## src/rtl/lbp_pkg.sv

```systemverilog
// lbp_pkg: shared state encoding, row-register indices and default geometry for the LBP scan
package lbp_pkg;
    typedef enum logic [2:0] {S_IDLE, S_RD0, S_RD1, S_RD2, S_CAP, S_EMIT, S_DONE} state_t;
    localparam logic [1:0] ROW_TOP = 2'd0;
    localparam logic [1:0] ROW_MID = 2'd1;
    localparam logic [1:0] ROW_BOT = 2'd2;
    localparam int DEF_IMG_W = 128;
    localparam int DEF_IMG_H = 128;
    localparam int DEF_AW    = 14;
endpackage

```

## src/rtl/lbp_scan_cnt.sv

```systemverilog
// lbp_scan_cnt: column/centre-row counters with a running (y-1)*IMG_W row base
module lbp_scan_cnt
    import lbp_pkg::*;
#(
    parameter int IMG_W = DEF_IMG_W,
    parameter int IMG_H = DEF_IMG_H,
    parameter int AW    = DEF_AW,
    parameter int XW    = $clog2(IMG_W),
    parameter int YW    = $clog2(IMG_H)
) (
    input  logic          clk,
    input  logic          reset,
    input  logic          clr,
    input  logic          step,
    output logic [XW-1:0] x,
    output logic [AW-1:0] base,
    output logic          last
);
    logic [YW-1:0] y;

    assign last = (x == XW'(IMG_W - 1)) && (y == YW'(IMG_H - 2));

    // step one column; wrapping the column moves the base down a whole image row
    always_ff @(posedge clk or negedge reset) begin
        if (!reset) begin
            x    <= '0;
            y    <= YW'(1);
            base <= '0;
        end else if (clr) begin
            x    <= '0;
            y    <= YW'(1);
            base <= '0;
        end else if (step) begin
            if (x == XW'(IMG_W - 1)) begin
                x    <= '0;
                y    <= y + YW'(1);
                base <= base + AW'(IMG_W);
            end else begin
                x    <= x + XW'(1);
            end
        end
    end
endmodule

```

## src/rtl/lbp_scan_ctrl.sv

```systemverilog
// lbp_scan_ctrl: raster-scan read sequencer and window presenter for the 3x3 LBP datapath
module lbp_scan_ctrl
    import lbp_pkg::*;
#(
    parameter int IMG_W = DEF_IMG_W,
    parameter int IMG_H = DEF_IMG_H,
    parameter int AW    = DEF_AW
) (
    input  logic          clk,
    input  logic          reset,
    input  logic          start,
    input  logic          gray_ready,
    output logic          gray_req,
    output logic [AW-1:0] gray_addr,
    output logic          dat_vld,
    output logic [1:0]    dat_row,
    output logic          win_valid,
    output logic [AW-1:0] win_addr,
    input  logic          out_ready,
    output logic          busy,
    output logic          finish
);
    localparam int XW = $clog2(IMG_W);

    state_t        state;
    logic [XW-1:0] x;
    logic [AW-1:0] base;
    logic [AW-1:0] row_off;
    logic [1:0]    row;
    logic          last;
    logic          rd;
    logic          clr;
    logic          step;

    assign rd        = state inside {S_RD0, S_RD1, S_RD2};
    assign row       = state == S_RD1 ? ROW_MID : state == S_RD2 ? ROW_BOT : ROW_TOP;
    assign row_off   = state == S_RD1 ? AW'(IMG_W) : state == S_RD2 ? AW'(2 * IMG_W) : '0;
    assign gray_req  = rd & gray_ready;
    assign gray_addr = rd ? base + row_off + AW'(x) : '0;
    assign win_valid = state == S_EMIT;
    assign win_addr  = win_valid ? base + AW'(IMG_W) + AW'(x) - AW'(1) : '0;
    assign busy      = !(state inside {S_IDLE, S_DONE});
    assign finish    = state == S_DONE;
    assign clr       = !busy & start;
    assign step      = (state == S_CAP && x < XW'(2)) || (win_valid && out_ready && !last);

    lbp_scan_cnt #(.IMG_W(IMG_W), .IMG_H(IMG_H), .AW(AW)) u_cnt (
        .clk   (clk),
        .reset (reset),
        .clr   (clr),
        .step  (step),
        .x     (x),
        .base  (base),
        .last  (last)
    );

    // scan FSM plus the one-deep read-return pipe that tags returning data with its row
    always_ff @(posedge clk or negedge reset) begin
        if (!reset) begin
            state   <= S_IDLE;
            dat_vld <= 1'b0;
            dat_row <= ROW_TOP;
        end else begin
            dat_vld <= gray_req;
            dat_row <= row;
            case (state)
                S_IDLE, S_DONE: if (start) state <= S_RD0;
                S_RD0:  if (gray_ready) state <= S_RD1;
                S_RD1:  if (gray_ready) state <= S_RD2;
                S_RD2:  if (gray_ready) state <= S_CAP;
                S_CAP:  state <= x >= XW'(2) ? S_EMIT : S_RD0;
                S_EMIT: if (out_ready) state <= last ? S_DONE : S_RD0;
                default: state <= S_IDLE;
            endcase
        end
    end
endmodule
```

## config.mk

```make
export PLATFORM = sky130hd
export DESIGN_NAME = lbp_scan_ctrl
export DESIGN_NICKNAME = d
export VERILOG_FILES = /design/src/rtl/lbp_pkg.sv /design/src/rtl/lbp_scan_cnt.sv /design/src/rtl/lbp_scan_ctrl.sv
export SDC_FILE = /design/constraint.sdc
export NUM_CORES = 1
export LEC_CHECK = 0
export CORE_AREA = 2 2 96 98
export DETAILED_ROUTE_END_ITERATION = 10
export DIE_AREA = 0 0 98 100
export SLEW_MARGIN = 20
export SYNTH_ARGS = -nofsm -noshare
export SYNTH_HDL_FRONTEND = slang
export SYNTH_SLANG_ARGS = --single-unit
```

## constraint.sdc

```tcl
create_clock -name clk -period 5.56 [get_ports clk]
set_input_delay 1.112 -clock clk [delete_from_list [all_inputs] [get_ports clk]]
set_output_delay 1.112 -clock clk [all_outputs]
set_load 0.05 [all_outputs]
```

==> results of run 1 <==
==> registers in the layout (all words and copies together), names as in the netlist <==
signal and count:
u_cnt.base 7, u_cnt.x 7, u_cnt.y 7, state 3
dat_row 2, dat_vld 1
==> routing by layer <==
metal | up-vias | GRT usage, %
met2 | 36 | 21.4
met1 | 1028 | 16.1
met3 | 5 | 2.44
met5 | - | 0
li1 | 1119 | -
met4 | 0 | 1.60
==> worst min-delay path: stages, from the launching register on <==
cell     delay [ns]
dfrtp_1        0.39
nor2_1         0.07
nor2_2         0.07
==> where the power goes <==
group | total [uW] | switching, uW | internal, uW
Combinational | 565 | 367 | 198
Clock | 115 | 64.5 | 50.4
Sequential | 261 | 39.9 | 221
Total | 940 | 472 | 469
==> logic make-up after synthesis <==
family | after synthesis | synth area share, %
mux | 1 | 0.390
xor+xnor | 32 | 10.9
simple gates | 131 | 26.2
compound gates | 55 | 15.2
flops | 27 | 26.4
fa+ha+maj | 31 | 15.4
buf+inv | 32 | 5.56
==> stage by stage <==
step	utilization (%)	cell area (um^2)	setup WS (ns)	power (uW)	hold slack, ns
CTS	34.8	3100	0.889	950	0.558
floorplan	-	2570	1.73	676	0.491
global route	34.8	3100	0.694	1010	0.590
finish	34.8	3100	0.901	940	0.562
global placement	34.3	3050	1.32	832	0.525
detailed placement	34.3	3050	1.21	833	0.542
==> placed cells by master (no fill, tap or decap), types with 9 or more instances in the layout <==
cell type,count
o21ai_0,9
inv_1,19
xor2_1,13
and2_1,9
nor2_1,53
xnor2_1,19
nand3_1,10
ha_1,30
clkdlybuf4s50_1,39
dfrtp_1,26
nand2_1,12
a21oi_1,17
==> worst paths after layout <==
check / start / slack, ns / end
setup / recovery: u_cnt.x[1]$_DFFE_PN0P_ / 0.90 / win_addr[13]
hold / removal: u_cnt.x[6]$_DFFE_PN0P_ / 0.56 / u_cnt.x[6]$_DFFE_PN0P_
min in group asynchronous: reset / 1.20 / u_cnt.base[12]$_DFFE_PN0P_
hold reg to reg: u_cnt.x[6]$_DFFE_PN0P_ / 0.56 / u_cnt.x[6]$_DFFE_PN0P_
setup reg to reg: u_cnt.x[1]$_DFFE_PN0P_ / 3.16 / u_cnt.x[5]$_DFFE_PN0P_
max in group asynchronous: reset / 4.05 / u_cnt.y[0]$_DFFE_PN1P_
==> area by class of cell <==
cell class	instances	area [um^2]	area share (%)
Clock inverter	1	5.00	0.162
Timing Repair Buffer	41	405	13.1
Tap cell	111	139	4.48
Inverter	21	81.3	2.63
Sequential cell	27	677	21.9
Clock buffer	3	41.3	1.33
Multi-Input combinational cell	250	1750	56.4
==> impl_metrics.tcl, run 1 <==
set metrics [dict create \
    cp_top_family "buffers and inverters" \
    row_count 35 \
    overflow 0 \
    viasPerCell 4.82 \
    core_area_mm2 0.00889 \
    grt_util_all_layers_pct 12.2 \
    route.detailed.drc 0 \
    cts_tree "built" \
    insertion_delay_ns 0.28 \
    post-route-period-util_pct 83.8 \
    skew_ns 0.00518 \
    maxCapViolations 0 \
    yosysWarnings 0 \
    ys_async_sr_fraction_pct 100 \
    power_density_mw_per_mm2 304 \
    via_count 2188 \
    die_h_um 100 \
    cts_htree_levels 1 \
    cts_max_path_buffers 2 \
    fillers 938 \
    antenna_found_initial 0 \
    r2r_cells 6 \
    dp_hpwl_um 4620 \
    drtAntennaViolNets 0 \
    dr_wl_met2_um 2840 \
    yosysTopAreaCell "dfrtp_1" \
    die_area_mm2 0.00980 \
    placed_cells_incl_taps 450 \
    yosys_most_used_dff "dfrtp_1" \
    cts_setup_buffers 0 \
    start_util_pct 28.9 \
    wl_met3_um 219 \
    cp_num_buf_inv 2 \
    synthToLayoutAreaGrowth_pct 20.6 \
    clk_pin_slew_ns 0.09 \
    drtPass1Iterations 4 \
    status "completed" \
    setup_viol 0 \
    worstPathRequired_ns 4.45 \
    clockRootBuffer "clkbuf_8" \
    nets 380 \
    arrival_ns 3.55 \
    fin_setup_tns_ns 0 \
    wl_met1_um 2850 \
    cts_buffers 3 \
    synth_commonest_cells "53 x nor2_1, 30 x ha_1, 26 x dfrtp_1" \
    worstSetupPathType "register to output pin" \
    slowest_delay_ns 0.80 \
    synthesis.nets 345 \
    grt_pass1_vias 2113 \
    netlist_instances 309 \
    holdBufCountCts 0 \
    yosysTopAreaCellShare_pct 25.3 \
    maxSlewHeadroom_pct 42.4 \
    finalCriticalPeriod_ns 4.66 \
    port_buffers 39 \
    rsz0062_at_grt "false" \
    drive_above_1_share_pct 7.58 \
    fmaxAchievable_ghz 0.215 \
    hold_violations 0 \
    ios 40 \
    diodes 0 \
    netlist_area_mm2 0.00257 \
    start_kind "register" \
    yosys_register_bits 27 \
    syn_area_per_cell_um2 8.31 \
    min_path_cells 2 \
    drt_wl_total_um 5940 \
    seq_area_frac_synth_pct 26.4 \
    endpoint_kind "output pin" \
    final_cell_count_no_fill 454 \
    synth_edf_count 0 \
    cpMaxStageDelayCell "clkdlybuf4s50_1" \
    yosysMostFrequentCell "nor2_1" \
    slew_viol_final 0 \
    fp.dieW_um 98 \
    cts_num_sinks 27 \
    grt_max_degree 28 \
    hold_path_class "register to register" \
    grt_pass1_wl_um 10100 \
    highest_layer "met4" \
    gp_congestion 0.836 \
    ir_drop_v 0.000121 \
    ys_top_cells_by_area "dfrtp_1 25%, ha_1 15%, nor2_1 7.7%, xnor2_1 6.5%, xor2_1 4.4%" \
    cp.depth 10 \
    worst_pin_slew_ns 0.861 \
    cp_max_fo 7 \
    cp_cell_sequence "inv_1 -> ha_1 -> fa_1 -> nor2b_1 -> o311ai_1 -> a21oi_1 -> a221oi_2 -> xnor2_1 -> nor2_1 -> clkdlybuf4s50_1" \
    synth_cell_types 59 \
    wl_per_cell_um 13.1 \
    cts-resized-gates 0 \
    drt-initial-drc-count 99 \
    power_leakage_uw 0.00130 \
]
No activity file was read; power rests on OpenSTA's default activity.
==> inputs of run 2 (changes only) <==
==> constraint.sdc (replaced) <==
create_clock -name clk -period 4.8 [get_ports clk]
set_input_delay 0.96 -clock clk [delete_from_list [all_inputs] [get_ports clk]]
set_output_delay 0.96 -clock clk [all_outputs]
set_load 0.05 [all_outputs]
==> run 2 against run 1 <==
Compared with the run above: wire length shrank 1.7%; worst setup slack got worse by 0.59 ns; non-clock buffer count is the same; register-to-register slack got worse by 0.76 ns; hold slack lost 0.0092 ns; cell area is the same; clock skew up 0.0061 ns; via count about the same; cell count stayed put; largest cell class unchanged; critical endpoint unchanged.
==> impl_metrics.tcl, run 2 (synthesis gave the netlist of run 1 again) <==
set metrics [dict create \
    gp_congestion 0.836 \
    route.detailed.drc 0 \
    r2r_cells 6 \
    worst_pin_slew_ns 0.863 \
    min_path_cells 2 \
    hold_violations 0 \
    overflow 0 \
    cp_max_fo 7 \
    cts-resized-gates 0 \
    dr_wl_met2_um 2810 \
    cts_num_sinks 27 \
    cts_setup_buffers 0 \
    ios 40 \
    grt_pass1_vias 2132 \
    viasPerCell 4.81 \
    wl_per_cell_um 12.9 \
    hp-start "u_cnt.y[6]$_DFFE_PN0P_" \
    wl_met3_um 204 \
    cts_htree_levels 1 \
    setup_viol 0 \
    r2r_end "u_cnt.x[5]$_DFFE_PN0P_" \
    final_cell_count_no_fill 454 \
    drt_wl_total_um 5840 \
    die_h_um 100 \
    maxSlewHeadroom_pct 42.2 \
    clockRootBuffer "clkbuf_8" \
    worstPathRequired_ns 3.84 \
    core_area_mm2 0.00889 \
    start_util_pct 28.9 \
    power.share.sequential_pct 27.7 \
    reg_top3 "u_cnt.base x7, u_cnt.x x7, u_cnt.y x7" \
    layout_common_cells "53 x nor2_1, 39 x clkdlybuf4s50_1, 30 x ha_1" \
    r2r_setup_slack_ns 2.40 \
    fin_ws_ns 0.308 \
    via_count 2186 \
    insertion_delay_ns 0.28 \
    crit-reg2reg-launch "u_cnt.x[1]$_DFFE_PN0P_" \
    wl_met1_um 2790 \
    hold_path_class "register to register" \
    internal-power_uw 543 \
    grt_max_degree 28 \
    start_kind "register" \
    slew_viol_final 0 \
    placed_cells_incl_taps 450 \
    worstSetupPathType "register to output pin" \
    finalCriticalPeriod_ns 4.49 \
    drt-initial-drc-count 76 \
    drive_above_1_share_pct 7.58 \
    rsz0062_at_grt "false" \
    endpoint_kind "output pin" \
    clkPwrFrac_pct 12.3 \
    cts_max_path_buffers 2 \
    pre_cts_slack_ns 0.606 \
    drtPass1Iterations 4 \
    clk_pin_slew_ns 0.09 \
    power_leakage_uw 0.00130 \
    synthToLayoutAreaGrowth_pct 20.6 \
    fillers 940 \
    highest_layer "met4" \
    status "completed" \
    fin_setup_tns_ns 0 \
    die_area_mm2 0.00980 \
    grt_util_all_layers_pct 12.3 \
    grt_pass1_wl_um 10200 \
    slowest_delay_ns 0.80 \
    cpMaxStageDelayCell "clkdlybuf4s50_1" \
    holdPathEnd "u_cnt.y[6]$_DFFE_PN0P_" \
    dp_hpwl_um 4590 \
    holdBufCountCts 0 \
    diodes 0 \
    arrival_ns 3.53 \
    fmaxAchievable_ghz 0.223 \
    p_sw_share_pct 50.1 \
    p_total_uw 1090 \
    post-route-period-util_pct 93.6 \
    seq_area_um2 677 \
    multi_input_area_mm2 0.00175 \
    cts_tree "built" \
    ir_drop_v 0.000138 \
    cp_top_family "buffers and inverters" \
    nets 380 \
    power.net_switching_uw 544 \
    cp_cell_sequence "inv_1 -> ha_1 -> fa_1 -> nor2b_1 -> o311ai_1 -> a21oi_1 -> a221oi_2 -> xnor2_1 -> nor2_1 -> clkdlybuf4s50_1" \
    power_density_mw_per_mm2 351 \
    cts_buffers 3 \
    cp_num_buf_inv 2 \
    comb_power_share_pct 59.9 \
    maxCapViolations 0 \
    fp.dieW_um 98 \
    drtAntennaViolNets 0 \
    antenna_found_initial 0 \
    layout_commonest_cell "nor2_1" \
    row_count 35 \
    skew_ns 0.0112 \
    port_buffers 39 \
]
[run 2: worst reg2reg max path, stage by stage, from the launching register on]
cell	delay (ns)
dfrtp_1	0.50
ha_1	0.26
nand3_1	0.13
nor2_1	0.68
and2_4	0.34
or2_1	0.31
nor2_2	0.07
[run 2: layer usage]
layer  vias to the layer above  GRT usage (%)
met5                         -              0
met4                         0           1.60
met3                         6           2.23
met2                        43           21.4
met1                      1016           16.4
li1                       1121              -
[run 2: worst max path at each step]
stage,start,end,slack [ns],cells past startpoint
finish,u_cnt.x[1]$_DFFE_PN0P_,win_addr[13],0.31,10
global route,u_cnt.x[1]$_DFFE_PN0P_,win_addr[13],0.08,10
floorplan,u_cnt.base[9]$_DFFE_PN0P_,win_addr[13],1.12,10
CTS,u_cnt.x[1]$_DFFE_PN0P_,win_addr[13],0.28,10
global placement,u_cnt.x[1]$_DFFE_PN0P_,win_addr[13],0.72,10
detailed placement,u_cnt.x[1]$_DFFE_PN0P_,win_addr[13],0.61,10
[run 2: area by class of cell]
class / instances / area share (%)
Clock buffer: 3 / 1.33
Timing Repair Buffer: 41 / 13.1
Multi-Input combinational cell: 250 / 56.4
Tap cell: 111 / 4.48
Clock inverter: 1 / 0.162
Sequential cell: 27 / 21.9
Inverter: 21 / 2.63
[run 2: metrics by stage]
step	util, %	hold WS, ns	instance area (um^2)
6_report	34.8	0.553	3100
5_1_grt	34.8	0.592	3100
4_1_cts	34.8	0.559	3100
3_5_place_dp	34.3	0.540	3050
3_3_place_gp	34.3	0.525	3050
2_1_floorplan	-	0.491	2570
[run 2: power by group through the flow]
stage | combinational, uW | sequential [uW] | clock (uW)
after global routing | 713 | 308 | 147
after global placement | 659 | 305 | 0
final | 651 | 301 | 134
after CTS | 660 | 301 | 137
after detailed placement | 658 | 306 | 0
after floorplan | 456 | 327 | 0
==> inputs of run 3 (changes only) <==
--- a/config.mk
+++ b/config.mk
@@ -6,6 +6,7 @@
 export NUM_CORES = 1
 export LEC_CHECK = 0
 export CORE_AREA = 2 2 96 98
+export CTS_BUF_LIST = sky130_fd_sc_hd__clkbuf_4 sky130_fd_sc_hd__clkbuf_8
 export DETAILED_ROUTE_END_ITERATION = 10
 export DIE_AREA = 0 0 98 100
 export SLEW_MARGIN = 20
==> results of run 3 <==
Final layout, timing and power as in run 2 (identical DEF).
